## config.mk

```make
export PLATFORM = sky130hd
export DESIGN_NAME = rx_ctrl
export DESIGN_NICKNAME = d
export VERILOG_FILES = /design/src/rtl/rx_ctrl_pkg.sv /design/src/rtl/rx_ctrl_fifo.sv /design/src/rtl/rx_ctrl.sv
export SDC_FILE = /design/constraint.sdc
export NUM_CORES = 1
export LEC_CHECK = 0
export BUFFER_PORTS_ARGS = -buffer_cell sky130_fd_sc_hd__buf_2
export CELL_PAD_IN_SITES_DETAIL_PLACEMENT = 1
export CELL_PAD_IN_SITES_GLOBAL_PLACEMENT = 1
export CORE_UTILIZATION = 40
export DETAILED_ROUTE_END_ITERATION = 10
export PLACE_DENSITY = 0.74
export SETUP_SLACK_MARGIN = 0.02
export SYNTH_ARGS = -nofsm -noshare
export SYNTH_HDL_FRONTEND = slang
export SYNTH_SLANG_ARGS = --single-unit
```

## constraint.sdc

```tcl
create_clock -name clk -period 3.2 [get_ports clk]
set_input_delay 0.48 -clock clk [delete_from_list [all_inputs] [get_ports clk]]
set_output_delay 0.48 -clock clk [all_outputs]
set_load 0.05 [all_outputs]
```

## src/rtl/rx_ctrl_pkg.sv

```systemverilog
// Shared types and constants for the UART receive controller.
package rx_ctrl_pkg;

   typedef enum logic [1:0] {
      StRsync   = 2'd0,
      StIdle    = 2'd1,
      StAck     = 2'd2,
      StWaitClr = 2'd3
   } state_e;

   // Bit positions inside the 3-bit error field {overrun, parity, framing}
   localparam int unsigned ERR_FRAME   = 0;
   localparam int unsigned ERR_PARITY  = 1;
   localparam int unsigned ERR_OVERRUN = 2;

   localparam int unsigned LetterW = 8;
   localparam int unsigned ErrW    = 3;
   localparam int unsigned EntryW  = LetterW + ErrW;

   typedef struct packed {
      logic baudr;
      logic ps;
      logic dlr;
   } cfg_t;

   localparam cfg_t CfgDefault = '{baudr: 1'b0, ps: 1'b0, dlr: 1'b1};

endpackage

```

## src/rtl/rx_ctrl_fifo.sv

```systemverilog
// Synchronous FIFO with registered occupancy; pointers wrap modulo DEPTH (power of two).
module rx_ctrl_fifo #(
   parameter int unsigned DEPTH = 8,
   parameter int unsigned AW    = 3,
   parameter int unsigned WIDTH = 11
) (
   input  logic             clk_i,
   input  logic             reset_i,
   input  logic             push_i,
   input  logic [WIDTH-1:0] wdata_i,
   input  logic             pop_i,
   output logic [WIDTH-1:0] rdata_o,
   output logic             empty_o,
   output logic             full_o,
   output logic [AW:0]      level_o
);

   localparam int unsigned LW = AW + 1;

   logic [WIDTH-1:0] mem_q [DEPTH];
   logic [AW-1:0]    wptr_q, wptr_d;
   logic [AW-1:0]    rptr_q, rptr_d;
   logic [AW:0]      level_q, level_d;
   logic             do_push, do_pop;

   assign empty_o = (level_q == '0);
   assign full_o  = (level_q == LW'(DEPTH));
   assign level_o = level_q;
   assign rdata_o = mem_q[rptr_q];

   // A push into a full FIFO is accepted only when a pop frees the slot in the same cycle
   assign do_pop  = pop_i && !empty_o;
   assign do_push = push_i && (!full_o || do_pop);

   always_comb begin
      wptr_d  = wptr_q;
      rptr_d  = rptr_q;
      level_d = level_q;
      if (do_push) begin
         wptr_d = wptr_q + AW'(1);
      end
      if (do_pop) begin
         rptr_d = rptr_q + AW'(1);
      end
      unique case ({do_push, do_pop})
         2'b10:   level_d = level_q + LW'(1);
         2'b01:   level_d = level_q - LW'(1);
         default: level_d = level_q;
      endcase
   end

   always_ff @(posedge clk_i) begin
      if (reset_i) begin
         wptr_q  <= '0;
         rptr_q  <= '0;
         level_q <= '0;
      end else begin
         wptr_q  <= wptr_d;
         rptr_q  <= rptr_d;
         level_q <= level_d;
      end
   end

   always_ff @(posedge clk_i) begin
      if (do_push) begin
         mem_q[wptr_q] <= wdata_i;
      end
   end

endmodule

```

## src/rtl/rx_ctrl.sv

```systemverilog
// UART receiver sequencer: acks letters, buffers them with error flags, owns receiver config.
// Optional saturating error counter enabled by defining RX_CTRL_ERR_CNT_EN.
module rx_ctrl
   import rx_ctrl_pkg::*;
#(
   parameter int unsigned DEPTH   = 8,
   parameter int unsigned AW      = 3,
   parameter int unsigned RST_CYC = 2,
   parameter int unsigned ACK_TO  = 4
) (
   input  logic          clk,
   input  logic          reset,
   input  logic [7:0]    rx_letter,
   input  logic          rx_valid,
   input  logic          rx_framee,
   input  logic          rx_paritye,
   input  logic          rx_overrune,
   output logic          rx_readen,
   output logic          rx_reset,
   output logic          rx_baudr,
   output logic          rx_ps,
   output logic          rx_dlr,
   input  logic          cfg_wr,
   input  logic          cfg_baudr,
   input  logic          cfg_ps,
   input  logic          cfg_dlr,
   output logic [7:0]    out_data,
   output logic [2:0]    out_err,
   output logic          out_valid,
   input  logic          out_ready,
   output logic [AW:0]   fifo_level,
   output logic [7:0]    drop_cnt,
   output logic [15:0]   err_cnt
);

   localparam int unsigned MaxCyc = (RST_CYC > ACK_TO) ? RST_CYC : ACK_TO;
   localparam int unsigned CntW   = (MaxCyc > 1) ? $clog2(MaxCyc) : 1;

   state_e             state_q, state_d;
   logic [CntW-1:0]    cnt_q, cnt_d;
   cfg_t               cfg_q, cfg_d;
   cfg_t               shadow_q, shadow_d;
   logic               pend_q, pend_d;
   logic               ovr_q;
   logic [7:0]         drop_q, drop_d;
   logic               push, drop_inc;
   logic [ErrW-1:0]    push_err;
   logic [EntryW-1:0]  fifo_rdata;
   logic               fifo_empty, fifo_full;

   always_comb begin
      push_err              = '0;
      push_err[ERR_FRAME]   = rx_framee;
      push_err[ERR_PARITY]  = rx_paritye;
      push_err[ERR_OVERRUN] = rx_overrune;
   end

   always_comb begin
      state_d  = state_q;
      cnt_d    = cnt_q;
      cfg_d    = cfg_q;
      shadow_d = shadow_q;
      pend_d   = pend_q;
      push     = 1'b0;
      drop_inc = 1'b0;
      unique case (state_q)
         StRsync: begin
            if (cnt_q == CntW'(RST_CYC - 1)) begin
               state_d = StIdle;
               cnt_d   = '0;
            end else begin
               cnt_d = cnt_q + CntW'(1);
            end
         end
         StIdle: begin
            if (pend_q) begin
               cfg_d   = shadow_q;
               pend_d  = 1'b0;
               state_d = StRsync;
               cnt_d   = '0;
            end else if (rx_valid) begin
               if (!fifo_full) begin
                  push    = 1'b1;
                  state_d = StAck;
               end else if (rx_overrune && !ovr_q) begin
                  // Letter stays held in the receiver; each overrun edge marks one lost letter
                  drop_inc = 1'b1;
               end
            end
         end
         StAck: begin
            state_d = StWaitClr;
            cnt_d   = '0;
         end
         StWaitClr: begin
            if (!rx_valid) begin
               state_d = StIdle;
            end else if (cnt_q == CntW'(ACK_TO - 1)) begin
               state_d = StAck;
            end else begin
               cnt_d = cnt_q + CntW'(1);
            end
         end
         default: begin
            state_d = StRsync;
            cnt_d   = '0;
         end
      endcase
      // A write landing in the same cycle as an apply stays pending for the next safe point
      if (cfg_wr) begin
         shadow_d = '{baudr: cfg_baudr, ps: cfg_ps, dlr: cfg_dlr};
         pend_d   = 1'b1;
      end
   end

   always_comb begin
      drop_d = drop_q;
      if (drop_inc && (drop_q != 8'hFF)) begin
         drop_d = drop_q + 8'd1;
      end
   end

   always_ff @(posedge clk) begin
      if (reset) begin
         state_q  <= StRsync;
         cnt_q    <= '0;
         cfg_q    <= CfgDefault;
         shadow_q <= CfgDefault;
         pend_q   <= 1'b0;
         ovr_q    <= 1'b0;
         drop_q   <= '0;
      end else begin
         state_q  <= state_d;
         cnt_q    <= cnt_d;
         cfg_q    <= cfg_d;
         shadow_q <= shadow_d;
         pend_q   <= pend_d;
         ovr_q    <= rx_overrune;
         drop_q   <= drop_d;
      end
   end

   rx_ctrl_fifo #(
      .DEPTH (DEPTH),
      .AW    (AW),
      .WIDTH (EntryW)
   ) u_fifo (
      .clk_i   (clk),
      .reset_i (reset),
      .push_i  (push),
      .wdata_i ({push_err, rx_letter}),
      .pop_i   (out_valid && out_ready),
      .rdata_o (fifo_rdata),
      .empty_o (fifo_empty),
      .full_o  (fifo_full),
      .level_o (fifo_level)
   );

   assign rx_readen = (state_q == StAck);
   assign rx_reset  = reset || (state_q == StRsync);
   assign rx_baudr  = cfg_q.baudr;
   assign rx_ps     = cfg_q.ps;
   assign rx_dlr    = cfg_q.dlr;
   assign out_valid = !fifo_empty;
   assign out_data  = fifo_rdata[LetterW-1:0];
   assign out_err   = fifo_rdata[EntryW-1:LetterW];
   assign drop_cnt  = drop_q;

`ifdef RX_CTRL_ERR_CNT_EN
   logic [15:0] err_cnt_q, err_cnt_d;

   always_comb begin
      err_cnt_d = err_cnt_q;
      if (push && (push_err != '0) && (err_cnt_q != 16'hFFFF)) begin
         err_cnt_d = err_cnt_q + 16'd1;
      end
   end

   always_ff @(posedge clk) begin
      if (reset) begin
         err_cnt_q <= '0;
      end else begin
         err_cnt_q <= err_cnt_d;
      end
   end

   assign err_cnt = err_cnt_q;
`else
   assign err_cnt = '0;
`endif

endmodule

```

-- Word level (Yosys, flattened, before mapping)
Memories as Yosys holds them, arrays and structs flattened. A register that Yosys moved wholly into a read port is not among the register bits.
Index checks and enable logic that the tools add are counted.
- divide/modulo/power cells: 0
- $lt $le $gt $ge: 0
- mux-type cells: 28
- multiply operators: 0
- $add $sub $neg: 6
- shift-type cells: 0
- bitwise operators: 0
- eq/ne operators: 16
- reductions and logical operators: 17
- operators with widths (cell ; count):
    $mux W2 ; 10
    $pmux W2 S4 ; 2
    $mux W1 ; 13
    $ne A3 B3 Y1 const B ; 3
    $add A8 B1 Y8 const B ; 1
    $eq A2 B2 Y1 const B ; 4
    $ne A2 B2 Y1 const B ; 4
    $ne A8 B8 Y1 const B ; 1
    $pmux W4 S2 ; 1
    $add A3 B1 Y3 const B ; 2
    $eq A2 B1 Y1 const B ; 3
    $mux W3 ; 2
    $logic_and A1 B1 Y1 ; 5
    $add A4 B1 Y4 const B ; 1
    $eq A4 B4 Y1 const B ; 1
    $logic_not A4 Y1 ; 1
    $reduce_and A4 Y1 ; 1
    $reduce_bool A2 Y1 ; 2
    $sub A4 B1 Y4 const B ; 1
    $logic_not A1 Y1 ; 3
    $reduce_and A3 Y1 ; 1
    $add A2 B1 Y2 const B ; 1
    $logic_not A2 Y1 ; 1
    $logic_or A1 B1 Y1 ; 2
    $reduce_and A2 Y1 ; 1
- output and inout bits: 45
- memory bits (writable): 88
- memory bits (read-only): 0
- input port bits: 19
- logic and storage cells: 82
- register bits: 30
- memories: 1
- bits in latches: 0
- memory list (memory ; words ; width ; rd ports ; clocked after Yosys merged registers in ; write ports ; RTL line ; RTL):
    u_fifo.mem_q ; 8 ; 11 ; 1 ; 1 ; 1 ; rx_ctrl_fifo.sv:20 ; logic [WIDTH-1:0] mem_q [DEPTH];

-- Depth between registers and ports, before layout
- depth after elaboration: 8
- gate-level depth with buffers: 11
- depth with buffers taken out: 10

-- By module
Synthesis repeated with hierarchy kept, for this count alone.
- cell total of the unflattened synthesis: 342
- area, all modules: 5157.4 um2
- by module, submodules not included (module ; instances ; cells each ; area an instance (um2)):
    rx_ctrl_fifo ; 1 ; 209 ; 4037.6
    rx_ctrl ; 1 ; 133 ; 1119.8

-- Worst setup path after synthesis
Ideal clock, no wire load.
- kind: register to register
- start point: reg u_fifo.level_q[1], in the netlist u_fifo.level_o[1]
- end point: reg u_fifo.level_q[2], in the netlist u_fifo.level_o[2]
- arrival: 3.011 ns
- cell stages (with the launch flop): 12
- setup time: 0.070 ns
- slack: 0.119 ns
- period minus slack after synthesis: 3.081 ns
- data required time: 3.130 ns
- cells stage by stage: dfxtp_1 > buf_2 > or4_1 > nand2_1 > inv_1 > ha_1 > xor2_1 > ha_1 > a21oi_1 > xor2_1 > or3_1 > a21oi_1
- cells in the longest elaborated chain, start to end: 8
- RTL lines (what ; RTL line ; RTL):
    start: declaration ; rx_ctrl_fifo.sv:23 ; logic [AW:0] level_q, level_d;
    start signal: assignment ; rx_ctrl_fifo.sv:60 ; level_q <= level_d;
    $logic_not A4 Y1 (*) ; rx_ctrl_fifo.sv:26 ; assign empty_o = (level_q == '0);
    $logic_not A1 Y1 (*) ; rx_ctrl.sv:164 ; assign out_valid = !fifo_empty;
    named net out_valid ; rx_ctrl.sv:29 ; output logic out_valid,
    $logic_and A1 B1 Y1 ; rx_ctrl.sv:152 ; .pop_i (out_valid && out_ready),
    $logic_and A1 B1 Y1 (*) ; rx_ctrl_fifo.sv:32 ; assign do_pop = pop_i && !empty_o;
    named net u_fifo.do_pop ; rx_ctrl_fifo.sv:24 ; logic do_push, do_pop;
    $logic_or A1 B1 Y1 ; rx_ctrl_fifo.sv:33 ; assign do_push = push_i && (!full_o || do_pop);
    $logic_and A1 B1 Y1 ; rx_ctrl_fifo.sv:33 ;
    $eq A2 B1 Y1 or $eq A2 B2 Y1 (tied branches) ; rx_ctrl_fifo.sv:45 ; unique case ({do_push, do_pop})
    $pmux W4 S2 or $reduce_bool A2 Y1 (tied branches) ; -- ;
The timed path passes the listed nets; every way through them passes the cells marked *.
A chain may end at the register's enable or synchronous reset.

==> run summary <==
Outcome = complete, no violations
CTS tree = yes
Clock Tree Root = clkbuf_16
Endpoints failing setup = 0
Fill count = 1,208
Register area = 0.00330 mm^2
RR Endpoint = u_fifo.level_o[2]
Final Power = 4.36 mW
Crit path capture type = output pin
Placed instance count = 540
Max-slew violation total from the final report = 0
Die width = 114 um
Hold Path Sink = shadow_q[0]
WP data arrival = 2.23 ns
Post-synthesis register bit count = 121
P_leak = 2.16 nW
Mapped Avg Cell Area = 15.4 um^2
GRT Residual Overflow = 0
P per Cell Area = 724 mW/mm^2
Iter 0 DRT Violations = 135
Cell count after synthesis = 328
Yosys warning total = 0
Post-synth EDFFs = 88
Setup bufs post-CTS = 0
Via density = 5.00
Core area = 0.0122 mm^2
Register area share after synthesis = 0.654
I/O Buffers = 47
Crit path launch type = register
# rows = 40
Max_cap viols = 0
Drt wl/cell = 18.0 um
Fin worst setup slack = 0.492 ns
CP required = 2.72 ns
First-pass GRT wire length = 16,600 um
Critical-path maximum fanout = 22
Total CTS buffers = 17
Multi-input gate area = 0.00159 mm^2
Reg2reg setup slack = 0.52 ns
Ant diodes = 0
H-tree depth = 4
Top cell type's share of synthesized area = 0.523
DR DRC count = 0
Number of global-route vias before repair = 3,038
RSZ-0062 raised after global routing = no
Largest net degree at the start of global routing = 35
Async set-or-reset flop fraction in the synthesized netlist = 0
Die height = 114 um
Leading area contributor after synthesis = edfxtp_1
Layout Cells excl Fill = 572
# resized after CTS = 0
Hold Path Depth = 2
DP Worst Slack = 0.524 ns
Crit path time final = 2.71 ns
Count of different cell masters after synthesis = 43
Relative slew slack = 0.566
Area grow syn2layout = 19.2%
DP Wirelength = 6600 um
Clk pin slew, worst setup/hold paths = 0.05 ns
Layout cells sized above 1 = 0.317
Setup TNS = 0 ns
Deepest clock path buffer count = 2
Worst Skew = 0.00905 ns
Cell area after synthesis = 0.00505 mm^2
Hold slack = 0.274 ns
I/O pin cnt = 64
Hold_sp = cfg_dlr
Initial antenna violation count = 0
Commonest cells after routing, fill and taps aside = 88 x edfxtp_1, 47 x buf_2, 33 x dfxtp_1, 26 x nor2_1, 22 x mux4_2
Ranking of synthesized cells by area = edfxtp_1 52%, dfxtp_1 13%, mux4_2 9.8%, mux2_2 2.7%, buf_4 2.4%
Initial Utilization = 0.415
Peak Freq = 369 MHz
Clock sinks = 121
Final hold violation count = 0
Gpl congestion = 0.759
Worst reg-to-reg path cell count = 9
DR vias = 2,859
Hold WC Path Type = in -> reg
Reg2reg start = u_fifo.level_o[1]
CTS Hold Bufs = 0
Detailed Route WL = 10,300 um
Final ANT Viol Nets = 0
WS Path Type = reg -> out
Fin nets = 419
Die footprint = 0.0131 mm^2
Clock latency on the worst-skew pair = 0.41 ns
Tot GR Track Use = 0.176
Main flop type after synthesis = edfxtp_1
Final period util = 0.846
Worst slew pin tran = 0.650 ns
First drt pass iteration count = 4
Most common cell after layout, fill and taps aside = edfxtp_1
Max rail drop VDD = 0.350 mV
[report_power, final]
group	switching, mW	internal, mW	total (mW)
registers	0.0697	1.74	1.81
clock network	0.667	1.11	1.77
logic	0.495	0.276	0.772
total	1.23	3.13	4.36
[how the worst max path moves through the flow]
stage / to / depth (start not counted)
global route: u_fifo.level_o[2] / 9
CTS: out_data[5] / 4
detailed placement: u_fifo.level_o[2] / 9
global placement: u_fifo.level_o[2] / 9
floorplan: u_fifo.level_o[2] / 11
finish: out_data[5] / 4
[through the flow]
step,instance area [um^2],util
2_1_floorplan,5100,-
6_report,6020,0.495
4_1_cts,6020,0.495
5_1_grt,6020,0.495
3_3_place_gp,5460,0.449
3_5_place_dp,5460,0.449
[flip-flops by register name (all words and copies together), names as in the netlist, named ones only]
name / flops
u_fifo.mem_q: 88
drop_cnt: 8
u_fifo.level_o: 4
shadow_q: 3
u_fifo.rptr_q: 3
u_fifo.wptr_q: 3
cnt_q: 2
state_q: 2
ovr_q: 1
pend_q: 1
rx_baudr: 1
rx_dlr: 1
rx_ps: 1
[final cells by class]
class / count / area share
multi-input combinational: 184 / 0.264
clock inverter: 10 / 0.0160
clock buffer: 22 / 0.0772
sequential: 121 / 0.549
tap: 168 / 0.0349
inverter: 8 / 0.00499
timing repair buffer: 59 / 0.0541
[cell usage after synthesis (2+ instances only)]
library cell  number
or3_1              3
buf_4             16
o22ai_1            2
buf_6              2
nand3_1           10
a211oi_1           2
inv_1              8
ha_1               9
edfxtp_1          88
mux2_2            12
o31ai_1            4
a211o_1            2
nor2_1            26
buf_2              3
a21oi_1           13
o21ai_0            4
mux4_2            22
nand2_1           10
mux2i_1            6
or4_1              5
nor2b_1            3
nand2b_1           6
xor2_1             8
nor3_1             5
clkbuf_1           9
dfxtp_1           33
[layer usage]
layer / vias to the layer above / global-route usage / wire, um
met4: 0 / 0.0771 / 147
met5: - / 0 / 0
met3: 13 / 0.0529 / 359
met2: 60 / 0.298 / 5340
li1: 1345 / - / -
met1: 1441 / 0.207 / 4470
[worst max-delay path, cell delays in order (launching register included)]
cell and delay [ns]:
dfxtp_1 0.32, buf_4 0.40, mux4_2 0.57, mux2_2 0.29
buf_2 0.21
[cell families (layout without fill, tap and decap cells)]
logic type,Yosys count,in the layout,synth area share
buf+inv,38,99,0.0439
fa+ha+maj,9,9,0.0223
compound gates,33,33,0.0446
mux,40,40,0.137
simple gates,77,77,0.0818
xor+xnor,9,9,0.0156
other cells,1,16,0.000743
flops,121,121,0.654
Power figures use the tool's default switching activity.
